## src/rtl/elevator_pkg.sv

```systemverilog
// elevator_pkg: motor command, door state and fault bit encodings shared by the
// shaft model and its controller.
package elevator_pkg;
   typedef enum logic [1:0] {
      AC_STOP  = 2'b00,
      AC_UP    = 2'b01,
      AC_DOWN  = 2'b10,
      AC_BRAKE = 2'b11
   } ac_e;
   localparam logic [1:0] DOOR_CLOSED_S  = 2'd0;
   localparam logic [1:0] DOOR_OPENING_S = 2'd1;
   localparam logic [1:0] DOOR_OPEN_S    = 2'd2;
   localparam logic [1:0] DOOR_CLOSING_S = 2'd3;
   localparam int FAULT_INTERLOCK = 0;
   localparam int FAULT_LIMIT     = 1;
   function automatic logic [3:0] floor_sensors(input logic [4:0] pos, input int tc);
      for (int k = 0; k < 4; k++) floor_sensors[k] = (int'(pos) == k * tc);
   endfunction
endpackage

```

## src/rtl/elevator_door.sv

```systemverilog
// elevator_door: door stroke FSM; the counter is the door position, 0 = shut,
// DOOR_CYCLES = fully open, so a reversal simply changes counting direction.
module elevator_door
   import elevator_pkg::*;
#(
   parameter int DOOR_CYCLES = 4
) (
   input  logic clk_i,
   input  logic rst_i,
   input  logic open_i,
   input  logic at_floor_i,
   input  logic motor_idle_i,
   output logic door_closed_o,
   output logic door_open_o,
   output logic interlock_o
);
   localparam int CW = $clog2(DOOR_CYCLES + 1);
   localparam logic [CW-1:0] FULL = CW'(DOOR_CYCLES);
   logic [1:0] state_q, state_d;
   logic [CW-1:0] cnt_q, cnt_d;
   always_comb begin
      state_d = state_q;
      cnt_d = cnt_q;
      interlock_o = 1'b0;
      if (state_q == DOOR_CLOSED_S) begin
         if (open_i && at_floor_i && motor_idle_i) begin
            cnt_d = CW'(1);
            state_d = (FULL == CW'(1)) ? DOOR_OPEN_S : DOOR_OPENING_S;
         end else begin
            interlock_o = open_i;
         end
      end else if (open_i) begin
         cnt_d = (cnt_q == FULL) ? FULL : cnt_q + CW'(1);
         state_d = (cnt_d == FULL) ? DOOR_OPEN_S : DOOR_OPENING_S;
      end else begin
         cnt_d = cnt_q - CW'(1);
         state_d = (cnt_d == '0) ? DOOR_CLOSED_S : DOOR_CLOSING_S;
      end
   end
   always_ff @(posedge clk_i) begin
      if (rst_i) begin
         state_q <= DOOR_CLOSED_S;
         cnt_q <= '0;
         door_closed_o <= 1'b1;
         door_open_o <= 1'b0;
      end else begin
         state_q <= state_d;
         cnt_q <= cnt_d;
         door_closed_o <= (state_d == DOOR_CLOSED_S);
         door_open_o <= (state_d == DOOR_OPEN_S);
      end
   end
endmodule

```

## src/rtl/elevator_shaft.sv

```systemverilog
// elevator_shaft: four-floor car/shaft model with fine position counter, floor
// sensors, door sub-FSM and sticky interlock/limit fault flags.
module elevator_shaft
   import elevator_pkg::*;
#(
   parameter int TRAVEL_CYCLES = 10,
   parameter int DOOR_CYCLES   = 4
) (
   input  logic       CLK,
   input  logic       RESET,
   input  logic [1:0] AC,
   input  logic       Open,
   output logic       S1,
   output logic       S2,
   output logic       S3,
   output logic       S4,
   output logic       DOOR_CLOSED,
   output logic       DOOR_OPEN,
   output logic [4:0] POS,
   output logic [1:0] FAULT
);
   localparam logic [4:0] TOP = 5'(3 * TRAVEL_CYCLES);
   logic [4:0] pos_q, pos_d;
   logic [3:0] s_q;
   logic [1:0] fault_q, fault_d;
   logic move_req, move_ok, door_int;
   assign move_req = (AC == AC_UP) || (AC == AC_DOWN);
   assign move_ok = move_req && DOOR_CLOSED && !Open;
   elevator_door #(.DOOR_CYCLES(DOOR_CYCLES)) u_door (
      .clk_i        (CLK),
      .rst_i        (RESET),
      .open_i       (Open),
      .at_floor_i   (|s_q),
      .motor_idle_i (!move_req),
      .door_closed_o(DOOR_CLOSED),
      .door_open_o  (DOOR_OPEN),
      .interlock_o  (door_int)
   );
   always_comb begin
      pos_d = pos_q;
      fault_d = fault_q;
      fault_d[FAULT_INTERLOCK] = fault_q[FAULT_INTERLOCK] | door_int | (move_req && !move_ok);
      if (move_ok) begin
         if ((AC == AC_UP && pos_q == TOP) || (AC == AC_DOWN && pos_q == '0))
            fault_d[FAULT_LIMIT] = 1'b1;
         else
            pos_d = (AC == AC_UP) ? pos_q + 5'd1 : pos_q - 5'd1;
      end
   end
   always_ff @(posedge CLK) begin
      if (RESET) begin
         pos_q <= '0;
         s_q <= 4'b0001;
         fault_q <= '0;
      end else begin
         pos_q <= pos_d;
         s_q <= floor_sensors(pos_d, TRAVEL_CYCLES);
         fault_q <= fault_d;
      end
   end
   assign POS = pos_q;
   assign {S4, S3, S2, S1} = s_q;
   assign FAULT = fault_q;
endmodule
```

## config.mk

```make
export PLATFORM = sky130hd
export DESIGN_NAME = elevator_shaft
export DESIGN_NICKNAME = d
export VERILOG_FILES = /design/src/rtl/elevator_pkg.sv /design/src/rtl/elevator_door.sv /design/src/rtl/elevator_shaft.sv
export SDC_FILE = /design/constraint.sdc
export NUM_CORES = 1
export LEC_CHECK = 0
export CORE_ASPECT_RATIO = 1.25
export CORE_UTILIZATION = 25
export CTS_CLUSTER_DIAMETER = 40
export DETAILED_ROUTE_END_ITERATION = 6
export GPL_ROUTABILITY_DRIVEN = 0
export PLACE_DENSITY_LB_ADDON = 0.05
export SETUP_SLACK_MARGIN = 0.15
export SLEW_MARGIN = 20
export SYNTH_ARGS = -nofsm -noshare
export SYNTH_HDL_FRONTEND = slang
export SYNTH_HIERARCHICAL = 1
export SYNTH_SLANG_ARGS = --single-unit
```

## constraint.sdc

```tcl
create_clock -name CLK -period 2.15 [get_ports CLK]
set_input_delay 0.3225 -clock CLK [delete_from_list [all_inputs] [get_ports CLK]]
set_output_delay 0.3225 -clock CLK [all_outputs]
set_load 0.005 [all_outputs]
```

== Word-level counts from Yosys, hierarchy flattened ==
Index checks and enable logic that the tools add are counted.

* Flip-flop bits (word level): 18
* Output and inout bits: 13
* Logic and storage cells: 57

* Equal/unequal tests: 10
* Mux-type cells: 14
* $add $sub $neg: 4
* Reductions and logical operators: 19
* Bitwise gates (word level): 2

{| class="wikitable"
|+ Operators with widths
! cell !! count
|-
| $eq 5x5->1 const B || 3
|-
| $mux 5 || 3
|-
| $mux 3 || 4
|-
| $logic_not 5->1 || 2
|-
| $mux 2 || 5
|-
| $logic_and 1x1->1 || 7
|-
| $eq 3x3->1 const B || 2
|-
| $add 5x1->5 const B || 1
|-
| $eq 5x2->1 const B || 1
|-
| $sub 5x1->5 const B || 1
|-
| $eq 2x2->1 const B || 2
|-
| $logic_not 2->1 || 2
|-
| $reduce_or 4->1 || 1
|-
| $add 3x1->3 const B || 1
|-
| $logic_not 1->1 || 3
|-
| $logic_not 3->1 || 1
|-
| $sub 3x1->3 const B || 1
|-
| $eq 2x1->1 const B || 1
|-
| $logic_or 1x1->1 || 2
|-
| $mux 1 || 2
|-
| $ne 2x2->1 const B || 1
|-
| $or 1x1->1 || 2
|-
| $reduce_and 2->1 || 1
|}

== Depth between registers and ports, before layout ==
* Word-level depth: 8
* Depth in mapped cells: 9
* Depth with buffers taken out: 9

== Hierarchy ==
Netlist, hierarchy kept.

{| class="wikitable"
|+ Modules (own cells, without submodules)
! module !! area an instance (um^2) !! cells an instance !! sequential area each (um^2) !! instances
|-
| elevator_shaft || 734.5 || 80 || 220.2 || 1
|-
| elevator_door || 426.7 || 46 || 140.1 || 1
|}

== Worst setup path before layout ==
Ideal clock, no wire load.

* Kind: input to register
* Start point: input port AC[1]
* End point: register s_q[2]
* Buffers on the path: 0
* Stages on the path: 9
* Setup time: 0.087 ns
* Data arrival time: 1.934 ns
* Setup slack: 0.128 ns
* Path through: inv_1 ha_1 inv_1 ha_1 a21oi_1 a21oi_1 o211ai_1 nand3_2 nor4b_2

* Cells in the longest elaborated chain, start to end: 6
* Elaborated cells on any way between the ends: 12
* Those cells by class: eq/ne (3); mux (3); reduce/logical (6)

{| class="wikitable"
|+ Ends and longest elaborated chain
! what !! line !! source
|-
| start, declared || elevator_shaft.sv:11 || <nowiki>input logic [1:0] AC,</nowiki>
|-
| $eq 2x1->1 or $eq 2x2->1 (tied branches) || elevator_shaft.sv:27, elevator_shaft.sv:44, elevator_shaft.sv:47 ||
|-
| $logic_and 1x1->1 or $logic_or 1x1->1 (tied branches) || elevator_shaft.sv:44, elevator_shaft.sv:27 ||
|-
| $logic_or 1x1->1 or $logic_and 1x1->1 (tied branches) || elevator_shaft.sv:44, elevator_shaft.sv:28 ||
|-
| $mux 5 or $logic_and 1x1->1 (tied branches) || elevator_shaft.sv:44, elevator_shaft.sv:28 ||
|-
| $mux 5 (*) || elevator_shaft.sv:43 || <nowiki>if (move_ok) begin</nowiki>
|-
| $eq 5x5->1 (*) || elevator_pkg.sv:17 || <nowiki>for (int k = 0; k < 4; k++) floor_sensors[k] = (int'(pos) == k * tc);</nowiki>
|-
| end signal, assigned || elevator_shaft.sv:57 || <nowiki>s_q <= floor_sensors(pos_d, TRAVEL_CYCLES);</nowiki>
|-
| end, declared || elevator_shaft.sv:24 || <nowiki>logic [3:0] s_q;</nowiki>
|}

Every way passes the cells marked *; elsewhere a longest branch is shown, timed or not.
A chain may end at the register's enable or synchronous reset.

== Final worst setup path ==
* Start point: input port AC[1]
* End point: register s_q[1]

Same word-level chain as after synthesis.

==> summary by stage <==
Min path
In this run the most critical hold path is launched from FAULT[1]. The worst hold path passes through 2 cells. The path with the worst hold slack has its endpoint at FAULT[1].

The path type of the worst min-delay path is reg -> reg.

Timing
The final worst-path setup slack is 0.261 ns. Setup violations remaining at the end of the flow were counted as 0. The count of final hold-check violations is 0. The final-report max-slew violation count is 0. Measured against its own limit, the worst slew margin works out to 0.528. The clock period minus final worst setup slack is 1.89 ns.

For the final database, setup skew stands at 0.00403 ns. For the pin with the worst max-slew slack, the measured transition is between 0.7 and 0.8 ns. Setup repair after global routing left no endpoint under its margin.

In the finished design, the share of the clock period the worst path needs comes to 0.878. Timing would allow up to ~530 MHz.

Layout
The finished cells cover around 1700 um2. Leaving out filler cells and counting taps, the final layout contains 229. The total number of nets in the final design is approximately 190. The number of diodes added for antenna fixing is 0. The fraction of final layout cells sized beyond drive strength 1 is 0.357.

From synthesis to final layout, the design area changed by 50.5%.

Floorplanning
During I/O placement, the number of pins put on the boundary was 18. The floorplan step set the die width to around 63 um. The die height is between 70 and 80 um. For this configuration, the core starts out at a cell density of 0.262. The floorplan has 27 rows. The floorplan step defined a core boundary enclosing around 4400 um2. The area of the die is around 5000 um2.

Yosys
The Yosys step of the flow raised 6 warnings. The cell count after synthesis came out at between 100 and 150. The biggest area contributor in the post-synthesis netlist is sky130_fd_sc_hd__dfxtp_1.

The number of nets handed over by synthesis was about 140. The share of the Yosys chip area taken by registers is 0.310. In this run the mean area of a mapped cell was ~9.2 um2. The proportion of register bits with asynchronous set or reset after synthesis is 0.

The number of different library cells used by synthesis comes to a little under 50. After synthesis the cells add up to roughly 1200 um2. The most frequently used flop master after synthesis is sky130_fd_sc_hd__dfxtp_1.

The area share of the largest cell type after synthesis is 0.310. The number of flip-flops and latches in the synthesized netlist is 18. Counting flops with a built-in enable in the synthesized netlist gives 0. In the post-synthesis netlist, the biggest area contributors are sky130_fd_sc_hd__dfxtp_1 (31%), sky130_fd_sc_hd__ha_1 (11%), sky130_fd_sc_hd__a21oi_1 (5.6%).

Setup path
The internal reg-to-reg setup slack is 0.31 ns. On the worst path, the slowest cell contributes a delay of about 0.38 ns. The critical path goes through buf_2 -> inv_1 -> ha_4 -> inv_4 -> fa_2 -> nand3_2 -> and3_4 -> o211ai_1 -> buf_4 -> a21oi_4 -> nor4b_4. For this design, the slowest cell found on the critical path is sky130_fd_sc_hd__fa_2.

The type of element launching the critical path is an input port. The critical path data required time is between 2 and 2.5 ns. The worst register-to-register path ends at s_q[1]. Data arrives at the worst endpoint at about 2 ns. In this run the critical register-to-register path is launched from POS[3].

The critical-path maximum fanout is 6. STA classifies the critical path endpoint as a flip-flop. The worst register-to-register path has a depth of 7. By startpoint and endpoint, the worst setup path is classified as in -> reg.

Placement
In this run the tool buffered the top-level ports with 17 buffer cells. Prior to clock tree synthesis, the placed netlist has a worst setup slack of -0.505 ns. Summing all placed instances gives a cell area of approximately 1600 um2. Counting tap cells, the placed design contains a total of around 220 instances.

The post-DP HPWL is around 2400 um.

CTS
The total clock sinks is 18. The tree is rooted in a sky130_fd_sc_hd__clkbuf_8. Clock-pin slew was measured on the worst setup and hold paths at ~0.070 ns. In this run the number of H-tree levels came out at 1.

Clock tree synthesis inserted a total of 3 buffers. TritonCTS built the clock tree. The maximum buffer depth of the clock tree is 2. At the later pin of the worst-skew pair, clock insertion delay measures 0.25 ns.

Routing
The first-pass detailed-route iteration total is 4. The count of vias placed by the detailed router is about 1,100. The remaining number of nets flagged by the antenna check after routing is 0. Using the TritonRoute via totals, the vias-per-cell ratio works out to approximately 4.7. The detailed-route wire length is roughly 3100 um.

The count of unresolved DRC violations after routing is 0. For this block, the initial DRC count from the detailed router was 38. Dividing the detail-routed wire length by the instance count gives approximately 14 um.

Global route
The number of global-route vias before repair is 1,121. The first global-routing pass estimated 5310 um of wire. The number of antenna violations at the first check in global routing is 0. In the global route stage, overall resource usage came out at 0.139. Entering global routing, the biggest net connects 17 pins. The leftover overflow at the end of global routing is 0.

Power and ir drop
The relative contribution of the clock network to total power is 0.227. The net load switching power is between 0.4 and 0.5 mW. The combinational share of power is 0.429. Of the total power, the share spent switching nets is 0.329. The internal power of the cells totals just over 0.8 mW.

Dividing total power by cell area gives a power density of 698 nW/um2. The sequential group share of total power is 0.344. The worst-case IR drop observed on VDD is approximately 0.23 mV. The analysis attributes to cell leakage a power of around 0.65 nW.

Status
The flow ran to the end, and the final reports show no timing, DRC or antenna violations.

Run
The max capacitance violation total is 0.
critical path: cells and delay by family:
| kind | cells | cell delay [ns] |
|---|---|---|
| adders and majority gates | 2 | 0.53 |
| buffers and inverters | 4 | 0.43 |
| AOI/OAI and AO/OA | 2 | 0.26 |
| and+or+nand+nor | 3 | 0.49 |
cells in the mapped netlist (2+ instances only):
cell and number:
sky130_fd_sc_hd__ha_1 10, sky130_fd_sc_hd__nand2b_1 2, sky130_fd_sc_hd__o21a_1 2, sky130_fd_sc_hd__nand2_1 9, sky130_fd_sc_hd__nand3_1 4, sky130_fd_sc_hd__o31a_1 2
sky130_fd_sc_hd__dfxtp_1 18, sky130_fd_sc_hd__nand4b_1 3, sky130_fd_sc_hd__inv_1 7, sky130_fd_sc_hd__a21boi_0 3, sky130_fd_sc_hd__nand3b_1 3, sky130_fd_sc_hd__xnor2_1 3
sky130_fd_sc_hd__nor2_1 10, sky130_fd_sc_hd__nor4b_1 2, sky130_fd_sc_hd__nor4b_2 2, sky130_fd_sc_hd__a21oi_1 13
final cells by class:
class	count	area [um2]
clock buffer	4	55.1
fill	447	2680
inverter	7	28.8
multi-input combinational	98	866
sequential	18	363
tap	58	72.6
timing repair buffer	44	363
cell usage in the layout, fill, tap and decap left out, types with 2 or more instances in the layout:
cell,count
sky130_fd_sc_hd__nor4b_1,2
sky130_fd_sc_hd__a21oi_1,10
sky130_fd_sc_hd__nand4b_1,3
sky130_fd_sc_hd__nand3_1,3
sky130_fd_sc_hd__buf_4,27
sky130_fd_sc_hd__dfxtp_2,2
sky130_fd_sc_hd__nor4b_4,2
sky130_fd_sc_hd__a21oi_4,3
sky130_fd_sc_hd__nor2_1,10
sky130_fd_sc_hd__nand2_1,9
sky130_fd_sc_hd__inv_1,6
sky130_fd_sc_hd__o31a_1,2
sky130_fd_sc_hd__nand3_2,2
sky130_fd_sc_hd__nand3b_1,3
sky130_fd_sc_hd__nand2b_1,2
sky130_fd_sc_hd__xnor2_1,3
sky130_fd_sc_hd__ha_1,6
sky130_fd_sc_hd__clkdlybuf4s50_1,15
sky130_fd_sc_hd__clkbuf_8,4
sky130_fd_sc_hd__o21a_1,2
sky130_fd_sc_hd__a21boi_0,2
sky130_fd_sc_hd__ha_4,4
sky130_fd_sc_hd__dfxtp_1,16
layer usage:
layer / global-route usage / wire length (um) / vias to the layer above
met5: 0 / 0 / -
met4: 0.0419 / 24 / 0
met3: 0.0174 / 52 / 2
met2: 0.269 / 1700 / 8
met1: 0.155 / 1360 / 507
li1: - / - / 559
stage by stage:
step / TNS [ns] / hold WS, ns / total power [mW] / util
4_1_cts: 0 / 0.487 / 1.24 / 0.392
5_1_grt: 0 / 0.527 / 1.31 / 0.395
3_3_place_gp: -2.93 / 0.464 / 0.888 / 0.353
6_report: 0 / 0.478 / 1.22 / 0.395
3_5_place_dp: -3.12 / 0.469 / 0.894 / 0.353
2_1_floorplan: 0 / 0.392 / 0.685 / -
repair_timing:
item	4_1_cts	5_1_grt
setup buffers	4	0
hold endpoints to repair	0	0
gates resized for setup	21	7
endpoints found under the setup margin	8	5
cloned	0	0
pin swaps	8	0
hold buffers	0	0
power groups by stage:
stage	Clock (mW)	Combinational, mW	Sequential (mW)
6_report	0.277	0.523	0.420
5_1_grt	0.310	0.575	0.427
4_1_cts	0.294	0.525	0.420
3_5_place_dp	0	0.469	0.424
3_3_place_gp	0	0.465	0.423
2_1_floorplan	0	0.271	0.414
worst max path at each step:
stage                      from  endpoint  slack (ns)
after floorplan           AC[0]    s_q[1]        0.16
after global placement    AC[1]    s_q[2]       -0.49
after detailed placement  AC[1]    s_q[1]       -0.51
after CTS                 AC[0]    s_q[1]        0.18
after global routing      AC[1]    s_q[1]        0.17
final                     AC[1]    s_q[1]        0.26
registers in the layout, summed over array words and instances, names as in the netlist:
register and cells:
u_door/cnt_q 3, u_door/door_open_o 1, FAULT 2, POS 5
s_q 4, u_door/door_closed_o 1, u_door/state_q 2
kinds of logic (layout without fill, tap and decap cells):
logic type	Yosys count	after routing	share of synthesized area
DFF	18	18	0.310
and+or+nand+nor	47	47	0.270
buffers and inverters	10	55	0.0399
AOI/OAI and AO/OA	35	35	0.211
xor gates and xnor gates	4	4	0.0302
muxes	1	1	0.0129
adders and majority gates	11	11	0.125
No activity file was read; power rests on OpenSTA's default activity.
